<file path="config.mk">
export PLATFORM = sky130hd
export DESIGN_NAME = midi_msg_parser
export DESIGN_NICKNAME = d
export VERILOG_FILES = /design/src/rtl/midi_msg_parser.sv
export SDC_FILE = /design/constraint.sdc
export NUM_CORES = 1
export LEC_CHECK = 0
export ABC_AREA = 1
export BUFFER_PORTS_ARGS = -buffer_cell sky130_fd_sc_hd__buf_2
export CORE_UTILIZATION = 61
export CTS_BUF_LIST = sky130_fd_sc_hd__clkbuf_2 sky130_fd_sc_hd__clkbuf_4 sky130_fd_sc_hd__clkbuf_8
export DETAILED_ROUTE_END_ITERATION = 7
export PLACE_DENSITY = 0.83
export SYNTH_ARGS = -nofsm -noshare
export SYNTH_HDL_FRONTEND = slang
export SYNTH_SLANG_ARGS = --single-unit
export TNS_END_PERCENT = 5
</file>
<file path="constraint.sdc">
create_clock -name i_clk -period 1.9 [get_ports i_clk]
set_input_delay 0.57 -clock i_clk [delete_from_list [all_inputs] [get_ports i_clk]]
set_output_delay 0.57 -clock i_clk [all_outputs]
set_load 0.005 [all_outputs]
</file>
<file path="src/rtl/midi_msg_parser.sv">
`default_nettype none
// ============================================================================
// midi_msg_parser -- MIDI 1.0 channel-message parser behind a UART receiver.
// Revision 1.0
// ============================================================================
module midi_msg_parser #(
  parameter logic [23:0] TIMEOUT_CYC = 24'd2700000,
  parameter logic        VEL0_AS_OFF = 1'b1
) (
  input  logic       i_clk,
  input  logic       i_res_n,
  input  logic       i_rxDone,
  input  logic [7:0] i_rxData,
  input  logic       i_omni,
  input  logic [3:0] i_chSel,
  output logic       o_msgValid,
  output logic [2:0] o_msgType,
  output logic [3:0] o_channel,
  output logic [6:0] o_data1,
  output logic [6:0] o_data2,
  output logic [7:0] o_errCnt
);

  typedef enum logic [2:0] {
    S_IDLE    = 3'd0,
    S_WAIT_D1 = 3'd1,
    S_WAIT_D2 = 3'd2,
    S_SYSEX   = 3'd3,
    S_SYSCOM  = 3'd4
  } state_t;

  state_t      r_state,  w_state_nxt;
  logic [6:0]  r_status, w_status_nxt;
  logic [6:0]  r_data1,  w_data1_nxt;
  logic [1:0]  r_skip,   w_skip_nxt;
  logic [23:0] r_tmo,    w_tmo_nxt;

  logic       w_act;
  logic       w_err;
  logic       w_done;
  logic       w_emit;
  logic [6:0] w_msgD1;
  logic [6:0] w_msgD2;
  logic [2:0] w_msgType;

  // Realtime bytes are transparent: they never count as activity.
  assign w_act = i_rxDone && (i_rxData < 8'hF8);

  always_comb begin
    w_state_nxt  = r_state;
    w_status_nxt = r_status;
    w_data1_nxt  = r_data1;
    w_skip_nxt   = r_skip;
    w_tmo_nxt    = r_tmo;
    w_err        = 1'b0;
    w_done       = 1'b0;
    w_msgD1      = 7'd0;
    w_msgD2      = 7'd0;

    if (w_act) begin
      w_tmo_nxt = 24'd0;
      if (i_rxData[7]) begin
        if (i_rxData < 8'hF0) begin
          if (r_state == S_WAIT_D2) w_err = 1'b1;
          w_status_nxt = i_rxData[6:0];
          w_state_nxt  = S_WAIT_D1;
        end else begin
          w_status_nxt = 7'd0;
          w_state_nxt  = S_IDLE;
          case (i_rxData)
            8'hF0: w_state_nxt = S_SYSEX;
            8'hF1, 8'hF3: begin
              w_state_nxt = S_SYSCOM;
              w_skip_nxt  = 2'd1;
            end
            8'hF2: begin
              w_state_nxt = S_SYSCOM;
              w_skip_nxt  = 2'd2;
            end
            default: w_state_nxt = S_IDLE;
          endcase
        end
      end else begin
        case (r_state)
          S_IDLE: w_err = 1'b1;
          S_SYSEX: ;
          S_SYSCOM: begin
            if (r_skip <= 2'd1) w_state_nxt = S_IDLE;
            else                w_skip_nxt  = r_skip - 2'd1;
          end
          S_WAIT_D1: begin
            // Program Change / Channel Pressure carry a single data byte.
            if (r_status[6:5] == 2'b10) begin
              w_done  = 1'b1;
              w_msgD1 = i_rxData[6:0];
            end else begin
              w_data1_nxt = i_rxData[6:0];
              w_state_nxt = S_WAIT_D2;
            end
          end
          S_WAIT_D2: begin
            w_done      = 1'b1;
            w_msgD1     = r_data1;
            w_msgD2     = i_rxData[6:0];
            w_state_nxt = S_WAIT_D1;
          end
          default: w_state_nxt = S_IDLE;
        endcase
      end
    end else if ((r_state == S_WAIT_D2) && (TIMEOUT_CYC != 24'd0)) begin
      if (r_tmo >= TIMEOUT_CYC - 24'd1) begin
        w_err       = 1'b1;
        w_tmo_nxt   = 24'd0;
        w_state_nxt = S_WAIT_D1;
      end else begin
        w_tmo_nxt = r_tmo + 24'd1;
      end
    end
  end

  assign w_emit = w_done && (i_omni || (r_status[3:0] == i_chSel));

  always_comb begin
    w_msgType = r_status[6:4];
    if (VEL0_AS_OFF && (r_status[6:4] == 3'd1) && (w_msgD2 == 7'd0))
      w_msgType = 3'd0;
  end

  always_ff @(posedge i_clk or negedge i_res_n) begin
    if (!i_res_n) begin
      r_state    <= S_IDLE;
      r_status   <= 7'd0;
      r_data1    <= 7'd0;
      r_skip     <= 2'd0;
      r_tmo      <= 24'd0;
      o_msgValid <= 1'b0;
      o_msgType  <= 3'd0;
      o_channel  <= 4'd0;
      o_data1    <= 7'd0;
      o_data2    <= 7'd0;
      o_errCnt   <= 8'd0;
    end else begin
      r_state    <= w_state_nxt;
      r_status   <= w_status_nxt;
      r_data1    <= w_data1_nxt;
      r_skip     <= w_skip_nxt;
      r_tmo      <= w_tmo_nxt;
      o_msgValid <= w_emit;
      if (w_emit) begin
        o_msgType <= w_msgType;
        o_channel <= r_status[3:0];
        o_data1   <= w_msgD1;
        o_data2   <= w_msgD2;
      end
      if (w_err && (o_errCnt != 8'hFF))
        o_errCnt <= o_errCnt + 8'd1;
    end
  end

endmodule
`default_nettype wire

</file>
# After elaboration in Yosys (flattened, before gate mapping)
# Cells that the tools add are included.
[totals]
register_bits = 73
latch_bits = 0
ramBits = 0
mem_bits_ro = 0
inputBits = 16
n_memories = 0
[op_classes]
add_sub_neg = 3
multipliers = 0
n_div = 0
magnitude_cmp = 4
eq_ne = 18
shift = 0
mux = 37
bitwise = 2
n_reduce_logical = 17
[ops]
columns = ["operator", "n"]
rows = [
  ["$mux 24", 3],
  ["$mux 7", 7],
  ["$eq 8x8->1 const B", 4],
  ["$add 24x1->24 const B", 1],
  ["$ge 24x22->1 const B", 1],
  ["$mux 3", 8],
  ["$lt 8x8->1 const B", 2],
  ["$pmux 7 s2", 1],
  ["$pmux 3 s4", 1],
  ["$mux 1", 10],
  ["$reduce_and 5->1", 2],
  ["$add 8x1->8 const B", 1],
  ["$mux 2", 4],
  ["$ne 4x4->1 const B", 2],
  ["$ne 8x8->1 const B", 1],
  ["$logic_not 7->1", 1],
  ["$eq 3x1->1 const B", 2],
  ["$eq 3x2->1 const B", 2],
  ["$pmux 3 s2", 1],
  ["$reduce_bool 2->1", 3],
  ["$eq 4x4->1", 1],
  ["$logic_and 1x1->1", 4],
  ["$ne 2x2->1 const B", 2],
  ["$pmux 2 s2", 1],
  ["14 further kinds", 16],
]

# Longest topological paths before layout
[depth]
word_depth = 7
depth_mapped = 12
ltp_nobuf = 11

# Worst setup path before layout
# No wires, ideal clock.
[synth_path]
kind = "input to register"
from = "input i_rxData[7]"
to = "register r_tmo[14]"
arrival_ns = 1.578
slack_ns = 0.200
stages = 10
n_path_buf = 2
path_cell_list = "buf_6 -> nand2_4 -> nor2_8 -> nand2_4 -> nand2_8 -> nand2_4 -> buf_6 -> nand2_2 -> xor2_1 -> a21oi_2"
[synth_via]
elab_chain_cells = 3
elab_cells_between_ends = 4
[synth_lines]
columns = ["element", "line", "source"]
rows = [
  ["start, declared", "13", "input logic [7:0] i_rxData,"],
  ["$lt 8x8->1 *", "47", "assign w_act = i_rxDone && (i_rxData < 8'hF8);"],
  ["$logic_and 1x1->1 *", "47", ""],
  ["$mux 24 or $reduce_bool 2->1 (tied branches)", "--", ""],
  ["end signal, assigned", "147", "r_tmo <= w_tmo_nxt;"],
  ["end, declared", "36", "logic [23:0] r_tmo, w_tmo_nxt;"],
]
# Every way passes the cells marked *; elsewhere a longest branch is shown, timed or not.
# A chain may end at the register's enable or synchronous reset.

# Final worst setup path
[layout_path]
from = "register r_tmo[1]"
to = "register r_tmo[9]"
[layout_via]
elab_chain_cells = 4
elab_cells_between_ends = 5
[layout_lines]
columns = ["element", "line", "source"]
rows = [
  ["$add 24x1->24 or $ge 24x22->1 (tied branches)", "116, 111", ""],
  ["$mux 24 *", "111", "if (r_tmo >= TIMEOUT_CYC - 24'd1) begin"],
  ["$mux 24 *", "110", "end else if ((r_state == S_WAIT_D2) && (TIMEOUT_CYC != 24'd0)) begin"],
  ["$mux 24 *", "60", "if (w_act) begin"],
]
# Every way passes the cells marked *; elsewhere a longest branch is shown, timed or not. The select of a mux whose other input is x is not followed.

==> results by group <==
Detailed routing
  – DR iter-0 viols: 201
  – Avg Vias per Cell: 5.49
  – ANT nets after route: 0
  – Residual DRC: 5
  – Final wirelength: 9540 um
  – Via count: 3753
  – Wirelength per Cell: 14.0 um
  – Detailed Routing Iterations Pass 1: 7

Critical path
  – Most used cell, CP: nand2_2
  – CP startpoint kind: flop
  – Worst setup path startpoint: r_tmo[1]
  – Origin of the critical flop-to-flop path: r_tmo[1]
  – Crit Path Class: reg -> reg
  – Slowest cell on crit path: dfrtp_1
  – Crit-path cells: ha_2, nand2_2, o21ai_0, nand3_1, nand2_1, nand2_2, nand2_4, buf_12, nand2_2, nand2_1, nor2_1
  – Crit path capture type: flop
  – Maximum fanout along the worst path: 10
  – Max incr delay on CP: 0.38 ns
  – Arrival time at the worst endpoint: 1.98 ns
  – Critical Path RT: 2.15 ns

Die
  – Die footprint: 7160 sq um
  – IO Pins: 46
  – DIE WIDTH: 84.6 um
  – Core outline area: 6460 sq um
  – Die Span Y: 84.6 um
  – Row count: 29
  – Initial core utilization: 64.5%

STA
  – Final Hold Vio Count: 0
  – RSZ-0062 raised after global routing: no
  – Total negative slack: 0 ns
  – Max-slew violation count: 0
  – Min Tclk post-route: 1.73 ns
  – Maximum clock rate: 578 MHz
  – Slew HR: 63.0%
  – Tcrit/Tclk final: 91.1%
  – Number of endpoints failing setup at the final stage: 0
  – Worst-margin pin slew: 0.549 ns
  – Hold slack: 0.232 ns
  – Clock Skew: 0.00850 ns

Power
  – VDD IR max: 0.506 mV
  – Pwr Total: 4.24 mW
  – Leak Pwr: 2.39 nW
  – Pwr Density: 879 nW/um^2

Logic synthesis
  – Post-synthesis sequential area ratio: 43.9%
  – Synth Warn #: 0
  – Post-Syn Area: 4160 sq um
  – Synth unique cells: 34
  – Yosys reg bits: 73
  – Post-Syn Instances: 535
  – Mean Syn Cell Area: 7.78 sq um
  – Syn Nets: 554

Clocking
  – CTS Hold Bufs: 0
  – Clk buf depth: 2
  – CTS clk-pin slew, worst paths: 0.08 ns
  – CTS Sinks: 73
  – Clk Latency, worst-skew pair: 0.36 ns
  – Clock buffer count from CTS: 9
  – CTS tree: yes
  – H-tree lvl count: 3
  – CTS Root Cell: clkbuf_8

Finish
  – Layout cells sized above 1: 20.8%
  – Layout filler cell count: 490
  – Register area: 1830 sq um
  – Total Nets Final: 620
  – Diode count: 0
  – Layout area overhead: 15.9%
  – Area occupied by multi-input gates: 2040 sq um

Flow run
  – Max-Cap Viols: 0

GRT
  – Vias in the first global route: 3639
  – Initial antenna violation count: 0
  – Largest net degree at the start of global routing: 74
  – Total track usage: 30.3%
  – First-pass GRT wire length: 17000 um
  – GRT overflow: 0

Placed design
  – PortBufs: 45
  – GPL Wtd Cong: 0.945
  – Hpwl dp: 7000 um

Run status
  – Failing checks: DRC
  – Status: finished, violations left

Worst hold path
  – Worst Hold Class: in -> async
==> registers in the layout, summed over array words and instances, names as in the netlist <==
signal / count
o_msgValid: 1
o_msgType: 3
o_errCnt: 8
r_skip: 2
r_tmo: 24
r_state: 3
o_channel: 4
o_data2: 7
r_data1: 7
r_status: 7
o_data1: 7
==> logic make-up (layout without fill, tap and decap cells) <==
group | count (synthesis) | in the layout | synth area share (%)
AOI/OAI and AO/OA | 67 | 67 | 9.56
buffers and inverters | 68 | 139 | 7.54
adders and majority gates | 3 | 3 | 0.902
and+or+nand+nor | 301 | 301 | 33.3
DFF | 73 | 73 | 43.9
xor gates and xnor gates | 23 | 23 | 4.84
==> synthesized netlist by cell type (all sizes together) <==
cell type	number	share of area [%]
nand2	184	18
dfrtp	73	44
inv	53	4.8
nor2	53	5.6
o21ai	47	5.6
nand3	30	4.4
nand4	25	3.8
xor2	17	3.6
buf	14	2.7
a21oi	13	2.4
nor3	8	1.2
xnor2	6	1.3
ha	3	0.90
o22ai	2	0.60
o31ai	2	0.36
a32oi	1	0.21
clkbuf	1	0.090
nor4	1	0.15
o211ai	1	0.18
o21bai	1	0.18
==> worst max-delay path: cells and delay by family (launching register included) <==
family | cells | cell delay, ns
and+or+nand+nor | 8 | 0.66
DFF | 1 | 0.38
adders and majority gates | 1 | 0.22
AOI/OAI and AO/OA | 1 | 0.20
buffers and inverters | 1 | 0.16
==> routing by layer <==
metal  vias to the layer above  wire length, um  GRT usage, %
met5                         -                0             0
met4                         0              252          10.8
met3                        21              513          7.18
met2                       130             4580          50.1
met1                      1737             4200          39.2
li1                       1865                -             -
==> final timing paths <==
check	to	slack (ns)	cells past startpoint
worst max-delay path	r_tmo[9]	0.17	11
worst min-delay path	o_channel[1]	0.23	2
worst max register to register	r_tmo[9]	0.17	11
worst min register to register	o_msgType[2]	0.48	2
max in group asynchronous	r_status[4]	1.37	2
min in group i_clk	o_msgType[2]	0.48	2
==> what timing repair did <==
item / CTS / global route
setup buffers: 0 / 0
hold endpoints to repair: 0 / 0
endpoints found under the setup margin: 0 / 21
resized for setup: 0 / 5
==> power breakdown <==
part / leakage, nW / internal, mW / switching, mW / total [mW]
Sequential: 0.976 / 1.81 / 0.178 / 1.99
Clock: 0.113 / 0.779 / 0.609 / 1.39
Combinational: 1.31 / 0.363 / 0.504 / 0.867
Total: 2.39 / 2.95 / 1.29 / 4.24
==> stage by stage <==
stage,instances,area [sq um],worst slack [ns],util (%)
CTS,683,4810,0.0544,74.5
global placement,667,4580,0.0666,71.0
global route,683,4830,0.0157,74.7
detailed placement,667,4580,0.00400,71.0
finish,683,4830,0.169,74.7
floorplan,535,4160,0.200,-
==> layout by cell type (no fill, tap or decap), drive strengths merged, types with 3 or more instances in the layout <==
master  synthesis  routed
a21oi          13      13
buf            14      70
clkbuf          1      10
dfrtp          73      73
ha              3       3
inv            53      54
nand2         184     184
nand3          30      30
nand4          25      25
nor2           53      53
nor3            8       8
o21ai          47      47
xnor2           6       6
xor2           17      17
==> final cells by class <==
| type | count | share of cell area (%) |
|---|---|---|
| Inverter | 53 | 4.12 |
| Tap cell | 77 | 2.00 |
| Multi-Input combinational cell | 394 | 42.2 |
| Clock inverter | 6 | 1.87 |
| Timing Repair Buffer | 70 | 9.07 |
| Clock buffer | 10 | 2.85 |
| Sequential cell | 73 | 37.9 |
Note: power is estimated with default switching activity, not from simulation.
